## config.mk

```make
export PLATFORM = sky130hd
export DESIGN_NAME = boot_stream_loader_flat
export DESIGN_NICKNAME = d
export VERILOG_FILES = /design/src/rtl/boot_stream_loader_if.sv /design/src/rtl/boot_stream_loader.sv /design/src/flat_wrapper.sv
export SDC_FILE = /design/constraint.sdc
export NUM_CORES = 1
export LEC_CHECK = 0
export ABC_CLOCK_PERIOD_IN_PS = 3700
export CAP_MARGIN = 15
export CELL_PAD_IN_SITES_DETAIL_PLACEMENT = 1
export CELL_PAD_IN_SITES_GLOBAL_PLACEMENT = 2
export CORE_UTILIZATION = 34
export DETAILED_ROUTE_END_ITERATION = 8
export PLACE_DENSITY = 0.86
export SYNTH_ARGS = -nofsm -noshare
export SYNTH_HDL_FRONTEND = slang
export SYNTH_SLANG_ARGS = --single-unit
export TNS_END_PERCENT = 5
```

## constraint.sdc

```tcl
create_clock -name clk -period 3.7 [get_ports clk]
set_input_delay 1.11 -clock clk [delete_from_list [all_inputs] [get_ports clk]]
set_output_delay 1.11 -clock clk [all_outputs]
set_load 0.01 [all_outputs]
```

## src/rtl/boot_stream_loader_if.sv

```systemverilog
// boot_stream_loader_if: byte stream in (start, in_valid/in_ready/in_data), boot port out (boot_up/boot_addr/boot_datai), status (busy/done/err)
interface boot_stream_loader_if #(parameter int ADDR_WIDTH = 8);
  logic start;
  logic in_valid;
  logic in_ready;
  logic [7:0] in_data;
  logic boot_up;
  logic [ADDR_WIDTH-1:0] boot_addr;
  logic [31:0] boot_datai;
  logic busy;
  logic done;
  logic err;
  modport master (
    output start, in_valid, in_data,
    input  in_ready, boot_up, boot_addr, boot_datai, busy, done, err
  );
  modport slave (
    input  start, in_valid, in_data,
    output in_ready, boot_up, boot_addr, boot_datai, busy, done, err
  );
endinterface

```

## src/rtl/boot_stream_loader.sv

```systemverilog
// boot_stream_loader: framed byte stream to little-endian Icache words with checksum gate; ports clk, rst, bus (slave: start/in_* in, in_ready/boot_*/busy/done/err out)
module boot_stream_loader #(
  parameter int ADDR_WIDTH = 8,
  parameter int ADDR_NUM   = 256
) (
  input logic clk,
  input logic rst,
  boot_stream_loader_if.slave bus
);
  typedef enum logic [2:0] {IDLE, HDR_LO, HDR_HI, DATA, CHECK, DONE, ERR} state_t;
  state_t state_q, state_d;
  logic [7:0] hdr_lo_q, hdr_lo_d;
  logic [ADDR_WIDTH-1:0] last_q, last_d;
  logic [ADDR_WIDTH:0] word_idx_q, word_idx_d;
  logic [1:0] byte_idx_q, byte_idx_d;
  logic [7:0] csum_q, csum_d;
  logic [23:0] asm_q, asm_d;
  logic [ADDR_WIDTH-1:0] addr_q, addr_d;
  logic [31:0] datai_q, datai_d;
  logic [15:0] hdr;
  logic active;
  logic xfer;
  assign active = state_q inside {HDR_LO, HDR_HI, DATA, CHECK};
  assign xfer = bus.in_valid & active;
  assign hdr = {bus.in_data, hdr_lo_q};
  assign bus.in_ready = active;
  assign bus.busy = active;
  assign bus.boot_up = active | (state_q == ERR);
  assign bus.done = state_q == DONE;
  assign bus.err = state_q == ERR;
  assign bus.boot_addr = addr_q;
  assign bus.boot_datai = datai_q;
  always_comb begin
    state_d = state_q;
    hdr_lo_d = hdr_lo_q;
    last_d = last_q;
    word_idx_d = word_idx_q;
    byte_idx_d = byte_idx_q;
    csum_d = csum_q;
    asm_d = asm_q;
    addr_d = addr_q;
    datai_d = datai_q;
    case (state_q)
      IDLE, DONE, ERR: if (bus.start) begin
        state_d = HDR_LO;
        word_idx_d = '0;
        byte_idx_d = '0;
        csum_d = '0;
        addr_d = '0;
        datai_d = '0;
      end
      HDR_LO: if (xfer) begin
        hdr_lo_d = bus.in_data;
        state_d = HDR_HI;
      end
      HDR_HI: if (xfer) begin
        last_d = hdr[ADDR_WIDTH-1:0];
        state_d = ({1'b0, hdr} <= 17'(ADDR_NUM - 1)) ? DATA : ERR;
      end
      DATA: if (xfer) begin
        csum_d = csum_q ^ bus.in_data;
        byte_idx_d = byte_idx_q + 2'd1;
        asm_d = {bus.in_data, asm_q[23:8]};
        if (byte_idx_q == 2'd3) begin
          datai_d = {bus.in_data, asm_q};
          addr_d = word_idx_q[ADDR_WIDTH-1:0];
          word_idx_d = word_idx_q + (ADDR_WIDTH + 1)'(1);
          state_d = (word_idx_q == {1'b0, last_q}) ? CHECK : DATA;
        end
      end
      CHECK: if (xfer) state_d = (bus.in_data == csum_q) ? DONE : ERR;
      default: state_d = IDLE;
    endcase
  end
  always_ff @(posedge clk) begin
    if (rst) begin
      state_q <= IDLE;
      hdr_lo_q <= '0;
      last_q <= '0;
      word_idx_q <= '0;
      byte_idx_q <= '0;
      csum_q <= '0;
      asm_q <= '0;
      addr_q <= '0;
      datai_q <= '0;
    end else begin
      state_q <= state_d;
      hdr_lo_q <= hdr_lo_d;
      last_q <= last_d;
      word_idx_q <= word_idx_d;
      byte_idx_q <= byte_idx_d;
      csum_q <= csum_d;
      asm_q <= asm_d;
      addr_q <= addr_d;
      datai_q <= datai_d;
    end
  end
endmodule

```

## src/flat_wrapper.sv

```systemverilog
// flat-port wrapper written by rule: the top's interface ports become plain ports
module boot_stream_loader_flat 
#(
  parameter int ADDR_WIDTH = 8,
  parameter int ADDR_NUM   = 256
)
  (clk, rst, bus_start, bus_in_valid, bus_in_data, bus_in_ready, bus_boot_up, bus_boot_addr, bus_boot_datai, bus_busy, bus_done, bus_err);
  boot_stream_loader_if #(.ADDR_WIDTH(ADDR_WIDTH)) bus_i ();
  input logic clk;
  input logic rst;
  input wire logic [$bits(bus_i.start)-1:0] bus_start;
  input wire logic [$bits(bus_i.in_valid)-1:0] bus_in_valid;
  input wire logic [$bits(bus_i.in_data)-1:0] bus_in_data;
  output wire logic [$bits(bus_i.in_ready)-1:0] bus_in_ready;
  output wire logic [$bits(bus_i.boot_up)-1:0] bus_boot_up;
  output wire logic [$bits(bus_i.boot_addr)-1:0] bus_boot_addr;
  output wire logic [$bits(bus_i.boot_datai)-1:0] bus_boot_datai;
  output wire logic [$bits(bus_i.busy)-1:0] bus_busy;
  output wire logic [$bits(bus_i.done)-1:0] bus_done;
  output wire logic [$bits(bus_i.err)-1:0] bus_err;
  assign bus_i.start = bus_start;
  assign bus_i.in_valid = bus_in_valid;
  assign bus_i.in_data = bus_in_data;
  assign bus_in_ready = bus_i.in_ready;
  assign bus_boot_up = bus_i.boot_up;
  assign bus_boot_addr = bus_i.boot_addr;
  assign bus_boot_datai = bus_i.boot_datai;
  assign bus_busy = bus_i.busy;
  assign bus_done = bus_i.done;
  assign bus_err = bus_i.err;
  boot_stream_loader #(.ADDR_WIDTH(ADDR_WIDTH), .ADDR_NUM(ADDR_NUM)) u_core (.clk(clk), .rst(rst), .bus(bus_i));
endmodule
```

# Word-level counts from Yosys, hierarchy flattened
# Cells that the tools add are included.
[word_totals]
latchBits = 0
ramBits = 0
in_bits = 12
regBits = 102
wordCells = 67
n_memories = 0
romBits = 0
[classes]
mul = 0
bitwise_logic = 3
order_cmp = 1
n_mux = 27
n_reduce_logical = 10
n_addsub = 2
eq_ne = 15
shifts = 0
div_mod_pow = 0
[ops]
columns = ["cell", "count"]
rows = [
  ["two-way mux 32 bit", 3],
  ["one-hot mux 32 bit (2 select lines)", 1],
  ["two-way mux 8 bit", 4],
  ["one-hot mux 8 bit (2 select lines)", 2],
  ["two-way mux 9 bit", 3],
  ["two-way mux 3 bit", 8],
  ["one-hot mux 9 bit (2 select lines)", 1],
  ["less-or-equal comparator 16 x 8 -> 1 bit (second input constant)", 1],
  ["one-hot mux 3 bit (5 select lines)", 1],
  ["adder 9 x 1 -> 9 bit (second input constant)", 1],
  ["== test 3 bit (second input constant)", 3],
  ["== test 9 x 8 -> 1 bit", 1],
  ["== test 8 bit", 1],
  ["inequality test 2 x 1 -> 1 bit (second input constant)", 4],
  ["XOR 8 bit", 1],
  ["== test 3 x 2 -> 1 bit (second input constant)", 2],
  ["two-way mux 2 bit", 3],
  ["AND reduction 2 bit", 3],
  ["AND reduction 6 bit", 1],
  ["inequality test 2 bit (second input constant)", 2],
  ["one-hot mux 2 bit (2 select lines)", 1],
  ["AND reduction 4 bit", 1],
  ["nonzero test 4 bit", 1],
  ["== test 3 x 1 -> 1 bit (second input constant)", 1],
  ["other kinds (8)", 8],
]

# Logic depth before layout (Yosys ltp)
# Gate-level depths: netlist of run 1.
[logic_depth]
word_depth = 5
depth_mapped = 9
mapped_depth_nobuf = 6

# Worst setup path after synthesis of run 1
# Ideal clock, no wire load.
[synth_path]
path_type = "flip-flop to output port"
start = "register u_core.state_q[2]"
end = "output bus_boot_up"
path_slack_ps = 1290
required_ps = 2590
stages_incl_launch_ff = 5
t_arrival_ps = 1300
cell_sequence = "dfxtp_1 buf_6 clkbuf_1 nor3b_1 or2_2"
[synth_via]
word_cells_on_any_way = 7
[synth_rtl]
columns = ["item", "line_no", "source"]
rows = [
  ["from (decl)", "boot_stream_loader.sv:11", "state_t state_q, state_d;"],
  ["from (signal assigned)", "boot_stream_loader.sv:87", "state_q <= state_d;"],
  ["== test 3 bit", "--", ""],
  ["net bus_err", "flat_wrapper.sv:20", "output wire logic [$bits(bus_i.err)-1:0] bus_err;"],
  ["OR 1 bit", "boot_stream_loader.sv:28", "assign bus.boot_up = active | (state_q == ERR);"],
  ["to (decl)", "flat_wrapper.sv:15", "output wire logic [$bits(bus_i.boot_up)-1:0] bus_boot_up;"],
]
# The timed path passes the listed nets, and every way through them passes these cells.

# Worst setup path in the final report of run 1
[layout_path]
start = "register u_core.state_q[0]"
end = "output bus_boot_up"
[layout_via]
elab_chain_cells = 3
word_cells_on_any_way = 7
[layout_lines]
columns = ["item", "line_no", "source"]
rows = [
  ["== test 3 x 1 -> 1 bit, or another cell as far along", "boot_stream_loader.sv:23", "assign active = state_q inside {HDR_LO, HDR_HI, DATA, CHECK};"],
  ["nonzero test 4 bit", "boot_stream_loader.sv:23", ""],
  ["OR 1 bit *", "boot_stream_loader.sv:28", ""],
]
# Every way passes the cells marked *; elsewhere a longest branch is shown, timed or not.

==> results of run 1 <==
worst paths after layout:
check | startpoint | to | slack (ns) | depth (start not counted)
max reg2reg | u_core.state_q[2] | u_core.bus.boot_datai[20] | 1.18 | 6
max | u_core.state_q[0] | bus_boot_up | 0.43 | 4
min reg2reg | u_core.bus.boot_datai[7] | u_core.bus.boot_datai[7] | 0.45 | 2
min | u_core.bus.boot_datai[7] | u_core.bus.boot_datai[7] | 0.45 | 2
stage by stage:
stage / std cells / hold WS (ns) / utilization / setup WS (ns)
3_5_place_dp: 723 / 0.4458 / 0.4064 / 0.2926
5_1_grt: 737 / 0.4719 / 0.4321 / 0.2374
4_1_cts: 737 / 0.4537 / 0.4321 / 0.4047
6_report: 737 / 0.4493 / 0.4321 / 0.4310
2_1_floorplan: 531 / 0.4312 / - / 1.290
3_3_place_gp: 723 / 0.4411 / 0.4064 / 0.4437
layer usage:
layer / vias to the layer above / wire, um / global-route usage
met5: - / 0 / 0
met4: 0 / 155 / 0.05088
met3: 11 / 363 / 0.04835
met2: 57 / 5344 / 0.3061
met1: 1812 / 5517 / 0.2447
li1: 1865 / - / -
cell usage after synthesis, drive strengths merged (2+ instances only):
library cell  instances  share of area
nor4                  4         0.0059
o31ai                 4         0.0071
a211oi                2         0.0035
xor2                 14          0.029
nand2               120           0.11
a21boi                2         0.0044
or3                   7          0.010
a31oi                 2         0.0029
or2                   7          0.011
nor2                 23          0.020
a21oi                95           0.11
dfxtp               102           0.48
nor3                  4         0.0047
nand3                44          0.052
nand3b                2         0.0035
and4b                 2         0.0047
ha                    2         0.0059
buf                  12          0.019
clkbuf               30          0.027
mux2i                 9          0.024
xnor2                 2         0.0041
inv                   5         0.0044
nor2b                 3         0.0044
nand2b                4         0.0059
and3                  2         0.0029
o21ai                13          0.015
or4                   2         0.0035
final cells by class:
type                    count  share of cell area
flip-flops and latches    102              0.3902
multi-input cells         382              0.3837
repair buffers             66              0.1229
clock buffers              10             0.04566
well taps                 168             0.04016
clock inverters             4             0.01387
inverters                   5            0.003586
sequential cells by signal, indices dropped and copies added (netlist names):
name,count
u_core.csum_q,8
u_core.hdr_lo_q,8
u_core.asm_q,24
u_core.bus.boot_datai,32
u_core.last_q,8
u_core.bus.boot_addr,8
u_core.word_idx_q,9
u_core.byte_idx_q,2
u_core.state_q,3
power by group through the flow:
stage	clock network [mW]	registers [mW]	logic, mW
3_5_place_dp	0	1.22	0.678
5_1_grt	1.07	1.20	0.741
3_3_place_gp	0	1.22	0.664
6_report	1.01	1.20	0.672
2_1_floorplan	0	1.17	0.534
4_1_cts	1.04	1.20	0.684
critical path: cells and delay by family (launching register included):
| family | cells | cell delay [ns] |
|---|---|---|
| xor+xnor | 1 | 0.19 |
| buf+inv | 1 | 0.48 |
| flops | 1 | 0.66 |
| simple gates | 2 | 0.49 |
kinds of logic after synthesis:
logic type                 after synthesis  share of synthesized area
AOI/OAI and AO/OA                      126                     0.1606
muxes                                   10                    0.02681
buffers and inverters                   47                    0.04950
xor gates and xnor gates                16                    0.03300
and+or+nand+nor                        228                     0.2434
adders and majority gates                2                   0.005892
DFF                                    102                     0.4808
==> qor.yml, run 1 <==
cp_data_arrival_time_ns: 2.16
rows: 40
clock-skew-final_ns: 0.006806
port_buffers: 56
place_congestion: 0.7884
seq_power_share: 0.416
ctsHtreeMaxLevel: 3
antenna_found_initial: 0
die_w_um: 113.8
grt_pass1_vias: 3833
gr-usage-all-layers: 0.1873
crit_type: "reg2out"
cts_tree: "built"
core_mm2: 0.01211
die-area_mm2: 0.01294
cts_buffer_depth: 2
tns_ns: 0
slowest_delay_ns: 0.66
vdd_ir_drop_max_mv: 0.2864
yosys_warnings: 0
slew_violations: 0
avgSynthCellArea_um2: 7.997
synth_cells: 531
seq_area_frac_synth: 0.4808
drtPass1Iterations: 4
synth_cell_types: 46
fillCellCount: 1480
cts-root-buf: "clkbuf_16"
initial_core_util: 0.3506
viasPerCell: 5.081
drive_above_1_share: 0.06327
status: "completed"
final_cell_mix: "nand2_1 (120), dfxtp_1 (102), a21oi_1 (95), clkdlybuf4s50_1 (55), nand3_1 (44)"
gr-total-overflow: 0
switching_share: 0.3123
clock_sinks: 102
io_pins: 57
total_power_mw: 2.876
cp-start-kind: "flop"
worstHoldPathType: "reg2reg"
cp_cell_sequence: "nor2_1, xnor2_1, or2_2, clkdlybuf4s50_1"
period_needed_ns: 3.269
vias: 3745
seqCellArea_mm2: 0.002042
synth_edf_count: 0
dp_hpwl_um: 7678
period_share: 0.8835
drt-total-wl_um: 11380
drc: 0
maxCapViolCount: 0
setup_violations: 0
synth-async-reset-ratio: 0
endpoint_kind: "primary output"
p_comb_frac: 0.234
grt_pass1_wl_um: 19090
place_area_mm2: 0.004922
ys_ff_latch: 102
antenna_cells: 0
die_h_um: 113.8
cp_slowest_cell: "dfxtp_1"
synth_ff_type: "dfxtp_1"
cts_setup_buffers: 0
drtAntennaViolNets: 0
grt_max_degree: 77
ctsResizeCount: 0
ctsHoldBuffers: 0
clk_pin_slew_ns: 0.07
synth_nets: 545
cts_made_buffers: 9
wire_per_inst_um: 15.44
final_common_cell: "nand2_1"
rsz0062_at_grt: "no"
p_int_mw: 1.978
slew_headroom: 0.4972
first_iter_violations: 193
switching_power_mw: 0.8983
power_density_mw_per_mm2: 549.6
worstSkewPairLatency_ns: 0.35
area_growth_pct: 23.25
worst_pin_slew_ns: 0.7485
p_clk_frac: 0.350
crit_path_max_fanout: 18
fmax_mhz: 305.9
synth_area_mm2: 0.004247
multiInputGateArea_mm2: 0.002008
leakage_nw: 1.754
finalHoldViolCount: 0
fin_area_mm2: 0.005234
critPathRequiredTime_ns: 2.59
nNetsFinal: 580
(Power assumes the default switching activity.)
==> run 2: changes to the inputs <==
--- a/config.mk
+++ b/config.mk
@@ -5,13 +5,14 @@
 export SDC_FILE = /design/constraint.sdc
 export NUM_CORES = 1
 export LEC_CHECK = 0
-export ABC_CLOCK_PERIOD_IN_PS = 3700
+export ABC_CLOCK_PERIOD_IN_PS = 2800
 export CAP_MARGIN = 15
 export CELL_PAD_IN_SITES_DETAIL_PLACEMENT = 1
 export CELL_PAD_IN_SITES_GLOBAL_PLACEMENT = 2
-export CORE_UTILIZATION = 34
+export CORE_MARGIN = 3
+export CORE_UTILIZATION = 29
 export DETAILED_ROUTE_END_ITERATION = 8
-export PLACE_DENSITY = 0.86
+export PLACE_DENSITY = 0.78
 export SYNTH_ARGS = -nofsm -noshare
 export SYNTH_HDL_FRONTEND = slang
 export SYNTH_SLANG_ARGS = --single-unit
==> constraint.sdc (replaced) <==
create_clock -name clk -period 2.8 [get_ports clk]
set_input_delay 0.84 -clock clk [delete_from_list [all_inputs] [get_ports clk]]
set_output_delay 0.84 -clock clk [all_outputs]
set_load 0.01 [all_outputs]
==> run 2 against run 1 <==
  * Sequential power is 27% higher
  * First-iteration DRC count is 26% higher
  * Clock power is 16% higher
  * Via count is 0.67% higher
  * Die area is 25% higher
  * Final area is 1.6% higher
  * Flip-flop and latch count stayed put
  * Clock skew hardly changed
  * Global-route usage is 3.6 points lower
  * Setup slack worse by 0.32 ns
  * Sequential share of layout area is 0.62 points lower
==> qor.yml, run 2 (same netlist as run 1, synthesis figures left out) <==
status: "completed"
vias: 3770  # +0.67%
cts-root-buf: "clkbuf_16"
finalHoldViolCount: 0  # unchanged
cts_made_buffers: 9  # unchanged
largest_reg_flops: 32  # unchanged
gr-usage-all-layers: 0.1515  # -0.03581
die_w_um: 127.0  # +12%
wl_met1_um: 5760  # +4.4%
cts_tree: "built"
layout_setup_ws_ns: 0.1124  # -0.3185 ns
ctsHtreeMaxLevel: 3  # unchanged
wl_met3_um: 362  # -0.28%
nNetsFinal: 591  # +1.9%
clock_sinks: 102  # unchanged
grt_max_degree: 58  # -25%
multiInputGateArea_mm2: 0.002008  # unchanged
tns_ns: 0  # unchanged
wire_per_inst_um: 15.54  # +0.64%
cts_buffer_depth: 2  # unchanged
holdCritStartpoint: "u_core.bus.boot_datai[13]"
total_power_mw: 3.734  # +30%
wl_met2_um: 5520  # +3.3%
holdPathStages: 2  # unchanged
slew_violations: 0  # unchanged
critPathRequiredTime_ns: 1.96  # -0.63 ns
period_needed_ns: 2.688
ff2ff_setup_slack_ns: 0.55  # -0.63 ns
fmax_mhz: 372.1
setup_violations: 0  # unchanged
area_growth_pct: 25.22
drtAntennaViolNets: 0  # unchanged
highest_layer: "met4"
dp_hpwl_um: 8244  # +7.4%
maxCapViolCount: 0  # unchanged
slew_headroom: 0.4347  # -0.06251
drc: 0  # unchanged
port_buffers: 56  # unchanged
reg2reg_to: "u_core.csum_q[6]"
place_congestion: 0.7607  # -3.5%
rsz0062_at_grt: "no"
drt-total-wl_um: 11840  # +4.1%
io_pins: 57  # unchanged
crit_path_max_fanout: 3  # -15
crit_type: "reg2out"
fillCellCount: 1717  # +16%
drive_above_1_share: 0.08247  # +0.01921
cp_data_arrival_time_ns: 1.85  # -0.31 ns
core_mm2: 0.01410  # +16%
die-area_mm2: 0.01613  # +25%
r2r_cells: 6  # unchanged
seqCellArea_mm2: 0.002042  # unchanged
first_iter_violations: 243  # +26%
antenna_cells: 0  # unchanged
gr-total-overflow: 0  # unchanged
endpoint_kind: "primary output"
period_share: 0.9598
min_delay_worst_endpoint: "u_core.bus.boot_datai[13]"
worst_pin_slew_ns: 0.8480  # +0.09953 ns
cts_setup_buffers: 0  # unchanged
drtPass1Iterations: 4  # unchanged
rows: 43  # +7.5%
grt_pass1_wl_um: 19670  # +3.0%
clk_pin_slew_ns: 0.07  # about the same
final_cell_mix: "nand2_1 (120), dfxtp_1 (102), a21oi_1 (95), clkdlybuf4s50_1 (55), nand3_1 (44)"
leakage_nw: 1.802  # +2.7%
final_common_cell: "nand2_1"
dp_slack_ns: 0.1009  # -0.1917 ns
die_h_um: 127.0  # +12%
antenna_found_initial: 0  # unchanged
worstHoldPathType: "reg2reg"
timing.rr.start: "u_core.state_q[0]"
cp-start-kind: "flop"
worstSkewPairLatency_ns: 0.35  # about the same
vdd_ir_drop_max_mv: 0.2727  # -4.8%
power_density_mw_per_mm2: 702.2  # +28%
initial_core_util: 0.3013  # -0.04936
viasPerCell: 4.948  # -2.6%
ctsHoldBuffers: 0  # unchanged
clock-skew-final_ns: 0.006868  # +0.00006173 ns
grt_pass1_vias: 3918  # +2.2%
ctsResizeCount: 0  # unchanged
-- run 2: changes by cell type in the layout (fill, tap and decap cells not counted) --
cell	before	now
buf_12	1	3
clkinv_4	0	1
inv_6	0	2
bufinv_16	2	0
clkbuf_1	0	1
clkinv_2	1	2
clkbuf_8	1	0
buf_4	9	18
-- run 2: worst max-delay path: stages, from the launching register on --
cell and delay, ns:
dfxtp_1 0.32, nor2_1 0.27, xnor2_1 0.15, or2_2 0.28, clkdlybuf4s50_1 0.48
-- run 2: power by group --
group	total [mW]	internal (mW)	switching, mW
Combinational	1.05	0.392	0.654
Sequential	1.52	1.49	0.0279
Clock	1.17	0.608	0.561
-- run 2: layout make-up --
cell class	count	area share
tap	180	0.04235
inverter	5	0.003529
multi-input combinational	382	0.3776
clock buffer	10	0.04306
timing repair buffer	77	0.1412
clock inverter	6	0.008235
sequential	102	0.3840
-- run 2: worst max path at each step --
stage	from	to	slack, ns	cells after the start
3_5_place_dp	bus_in_data[4]	u_core.state_q[0]	0.10	6
3_3_place_gp	bus_in_valid	u_core.csum_q[5]	0.18	5
5_1_grt	u_core.state_q[1]	bus_boot_up	0.04	4
6_report	u_core.state_q[0]	bus_boot_up	0.11	4
4_1_cts	u_core.state_q[0]	bus_boot_up	0.08	4
2_1_floorplan	u_core.state_q[2]	bus_boot_up	0.66	4
-- run 2: routing by layer --
layer,global-route usage,vias to the layer above
li1,-,1894
met1,0.2002,1798
met2,0.2506,62
met3,0.02341,16
met4,0.05678,0
met5,0,-
-- run 2: through the flow --
stage / hold WS (ns) / cells / instance area [um^2] / util
2_1_floorplan: 0.4312 / 531 / 4247 / -
3_3_place_gp: 0.4417 / 746 / 5045 / 0.3579
3_5_place_dp: 0.4471 / 746 / 5045 / 0.3579
4_1_cts: 0.4574 / 762 / 5318 / 0.3772
5_1_grt: 0.4746 / 762 / 5318 / 0.3772
6_report: 0.4529 / 762 / 5318 / 0.3772
==> edit 1 (settings of run 2) <==
`ADDR_WIDTH` is set to 8 in 3 places; all go to 7.
--- a/src/rtl/boot_stream_loader_if.sv
+++ b/src/rtl/boot_stream_loader_if.sv
@@ -1,4 +1,4 @@
 // boot_stream_loader_if: byte stream in (start, in_valid/in_ready/in_data), boot port out (boot_up/boot_addr/boot_datai), status (busy/done/err)
-interface boot_stream_loader_if #(parameter int ADDR_WIDTH = 8);
+interface boot_stream_loader_if #(parameter int ADDR_WIDTH = 7);
   logic start;
   logic in_valid;
--- a/src/rtl/boot_stream_loader.sv
+++ b/src/rtl/boot_stream_loader.sv
@@ -1,5 +1,5 @@
 // boot_stream_loader: framed byte stream to little-endian Icache words with checksum gate; ports clk, rst, bus (slave: start/in_* in, in_ready/boot_*/busy/done/err out)
 module boot_stream_loader #(
-  parameter int ADDR_WIDTH = 8,
+  parameter int ADDR_WIDTH = 7,
   parameter int ADDR_NUM   = 256
 ) (
--- a/src/flat_wrapper.sv
+++ b/src/flat_wrapper.sv
@@ -2,5 +2,5 @@
 module boot_stream_loader_flat 
 #(
-  parameter int ADDR_WIDTH = 8,
+  parameter int ADDR_WIDTH = 7,
   parameter int ADDR_NUM   = 256
 )
Ports: changed (resized bus_boot_addr); port bits go from 57 to 56. No check against the original RTL was run, so the function may have changed too.
==> edit 1 against run 2 <==
First-iteration DRC count rose by 7.8%. Power rose by 0.17%. Clock skew rose by 4.0 ps. Sequential power shrank 3%. Worst setup slack gained 21 ps. Wire length fell by 2.3%. Non-clock buffer count did not move. Final area is 2.4% lower. Synthesized area fell by 3.1%. Critical path depth stayed put. Sequential cell count is 4 lower. Critical endpoint unchanged.
==> edit 1: results (changes against run 2) <==
- Net count after synthesis: 535 (-1.8%)
- Area taken by multi-input logic gates: 1940 µm² (-3.4%)
- Wire length of the first global-routing pass: 19800 µm (+0.77%)
- Area after detailed placement: 4900 µm² (-2.9%)
- # fillers: 1686 (-1.8%)
- Status: finished, final reports clean
- Cells after DPL: 734 (-1.6%)
- Multiplexer area fraction after synthesis: 1.70% (-0.98 points)
- Placer Congestion: 0.800 (+5.2%)
- Clock tree skew after final layout: 10.8 ps (+3.96 ps)
- Share of synthesized area occupied by flip-flops and latches: 47.7% (-0.43 points)
- Beginning of the worst hold path: u_core.bus.boot_addr[5]
- TritonCTS Sinks: 98 (-3.9%)
- Post-synthesis compound-gate area fraction: 15.1% (-0.95 points)
- Seq/total area: 37.8% (-0.59 points)
- Critical Path Fanout Max: 5 (+2)
- Total wire length after detailed routing: 11600 µm (-2.3%)
- Arithmetic-cell share of the synthesized area counting full adders, half adders and majority gates: 0.608% (+0.019 points)
- Multi-input gate count: 375 (-1.8%)
- Slew at the pin with the worst max-slew slack: 522 ps (-326 ps)
- Overall fraction of global-route tracks in use: 15.2% (+0.068 points)
- Biggest area contributors in the synthesized netlist: sky130_fd_sc_hd__dfxtp_1, sky130_fd_sc_hd__nand2_1, sky130_fd_sc_hd__a21oi_1
- Worst supply voltage drop on vdd: 0.348 mV (+28%)
- Clock network share of area: 5.57% (+0.44 points)
- Internal power summed over all cells: 2.48 mW (-0.23%)
- Pleak: 1.78 nW (-1.4%)
- Initial drt markers: 262 (+7.8%)
==> edit 1: cell count changes after synthesis, sizes merged, moves of 3 or more <==
cell	run 2	this run
a21oi	95	83
buf	12	21
clkbuf	30	19
dfxtp	102	98
inv	5	8
nand2	120	117
nand2b	4	8
nand4	0	3
nor2	23	37
o31ai	4	0
or2	7	3
or3	7	1
==> edit 1: through the flow <==
stage                     utilization [%]  worst slack (ps)
after floorplan                         -               691
final                                38.3               133
after detailed placement             36.1              72.2
after global routing                 38.3              32.3
after CTS                            38.3              93.9
after global placement               36.1              90.7
==> edit 1: layer usage <==
| metal | wire [µm] | track usage, % |
|---|---|---|
| met3 | 448 | 4.22 |
| met2 | 5620 | 25.7 |
| met5 | 0 | 0 |
| met4 | 119 | 3.70 |
| met1 | 5380 | 19.3 |
==> edit 1: worst paths after layout <==
check                              end  slack (ps)
max                        bus_boot_up         130
max reg2reg  u_core.bus.boot_datai[27]         810
min            u_core.bus.boot_addr[5]         450
min reg2reg    u_core.bus.boot_addr[5]         450
==> edit 2 (config.mk and constraints of run 2) <==
Without the edit above. Register the output `bus.err`, without a reset; this adds one clock of latency there.
--- a/src/rtl/boot_stream_loader.sv
+++ b/src/rtl/boot_stream_loader.sv
@@ -28,5 +28,7 @@
   assign bus.boot_up = active | (state_q == ERR);
   assign bus.done = state_q == DONE;
-  assign bus.err = state_q == ERR;
+  always_ff @(posedge clk) begin
+    bus.err <= state_q == ERR;
+  end
   assign bus.boot_addr = addr_q;
   assign bus.boot_datai = datai_q;
Formal check against the unedited RTL: not equivalent (a bounded check fails within 4 cycles, from zero or initial values and one cycle with rst high).
==> edit 2 against run 2 <==
Power grew 1.1%. Via count decreased by 4.7%. Final area decreased by 0.85%. Wire length shrank 3.0%. Worst setup slack improved by 27 ps. Synthesized area fell by 1.9%. Highest routed layer unchanged. Non-clock buffer count stayed put. Critical path type unchanged. Sequential cell count increased by 1.
==> edit 2: results (changes against run 2) <==
- Status: finished, final reports clean
- Post-synthesis compound-gate area fraction: 18.9% (+2.8 points)
- Biggest area contributors in the synthesized netlist: sky130_fd_sc_hd__dfxtp_1, sky130_fd_sc_hd__a22oi_1, sky130_fd_sc_hd__a21oi_1
- Multiplexer area fraction after synthesis: 2.43% (-0.25 points)
- Arithmetic-cell share of the synthesized area counting full adders, half adders and majority gates: 0.601% (+0.012 points)
- Placer Congestion: 0.791 (+4.0%)
- Seq/total area: 39.1% (+0.71 points)
- CP top delay family: buffers and inverters
- Combinational power: 0.798 mW (-24%)
- Overall fraction of global-route tracks in use: 14.8% (-0.39 points)
- Maximum number of pins on one net before global-route repair: 85 (+47%)
- Clock network share of area: 6.48% (+1.3 points)
- Total wire length after detailed routing: 11500 µm (-3.0%)
- Cell area power density: 716 nW/µm² (+1.9%)
- Wire length of the first global-routing pass: 19100 µm (-2.8%)
- Number of nets in the finished design: 550 (-6.9%)
- Share of final-layout standard cells stronger than drive strength 1: 9.63% (+1.4 points)
- Met3 Wirelength: 390 µm (+7.7%)
- Worst r2r path cells: 7 (+1)
- Internal power summed over all cells: 2.70 mW (+8.3%)
- Minimum period implied by the final worst setup slack: 2660 ps (-26.9 ps)
- Initial drt markers: 135 (-44%)
- Multi-input gate count: 340 (-11%)
- Cells after DPL: 705 (-5.5%)
- Met2 global-route usage: 24.3% (-0.74 points)
==> edit 2: cell count changes in the layout (fill, tap and decap cells not counted), sizes merged, moves of 6 or more <==
| cell | delta |
|---|---|
| nor2 | +38 |
| xnor2 | +6 |
| a21oi | -38 |
| a22oi | +41 |
| nand3 | -39 |
| nand2 | -47 |
==> edit 2: worst max-delay path by stage <==
stage	startpoint	to
6_report	u_core.state_q[1]	bus_boot_up
5_1_grt	u_core.state_q[1]	bus_boot_up
4_1_cts	u_core.state_q[0]	bus_boot_up
3_5_place_dp	bus_in_valid	u_core.bus.boot_datai[10]
3_3_place_gp	bus_in_valid	u_core.bus.boot_datai[14]
2_1_floorplan	bus_in_valid	u_core.word_idx_q[0]
==> edit 2: cells by family after synthesis <==
logic type | after synthesis
simple gates | 182
compound gates | 128
flops | 103
buf+inv | 43
xor+xnor | 18
mux | 10
fa+ha+maj | 2
==> edit 2: timing repair <==
item	4_1_cts	5_1_grt
setup endpoints to repair	0	1
gates resized for setup	0	1
hold buffers	0	0
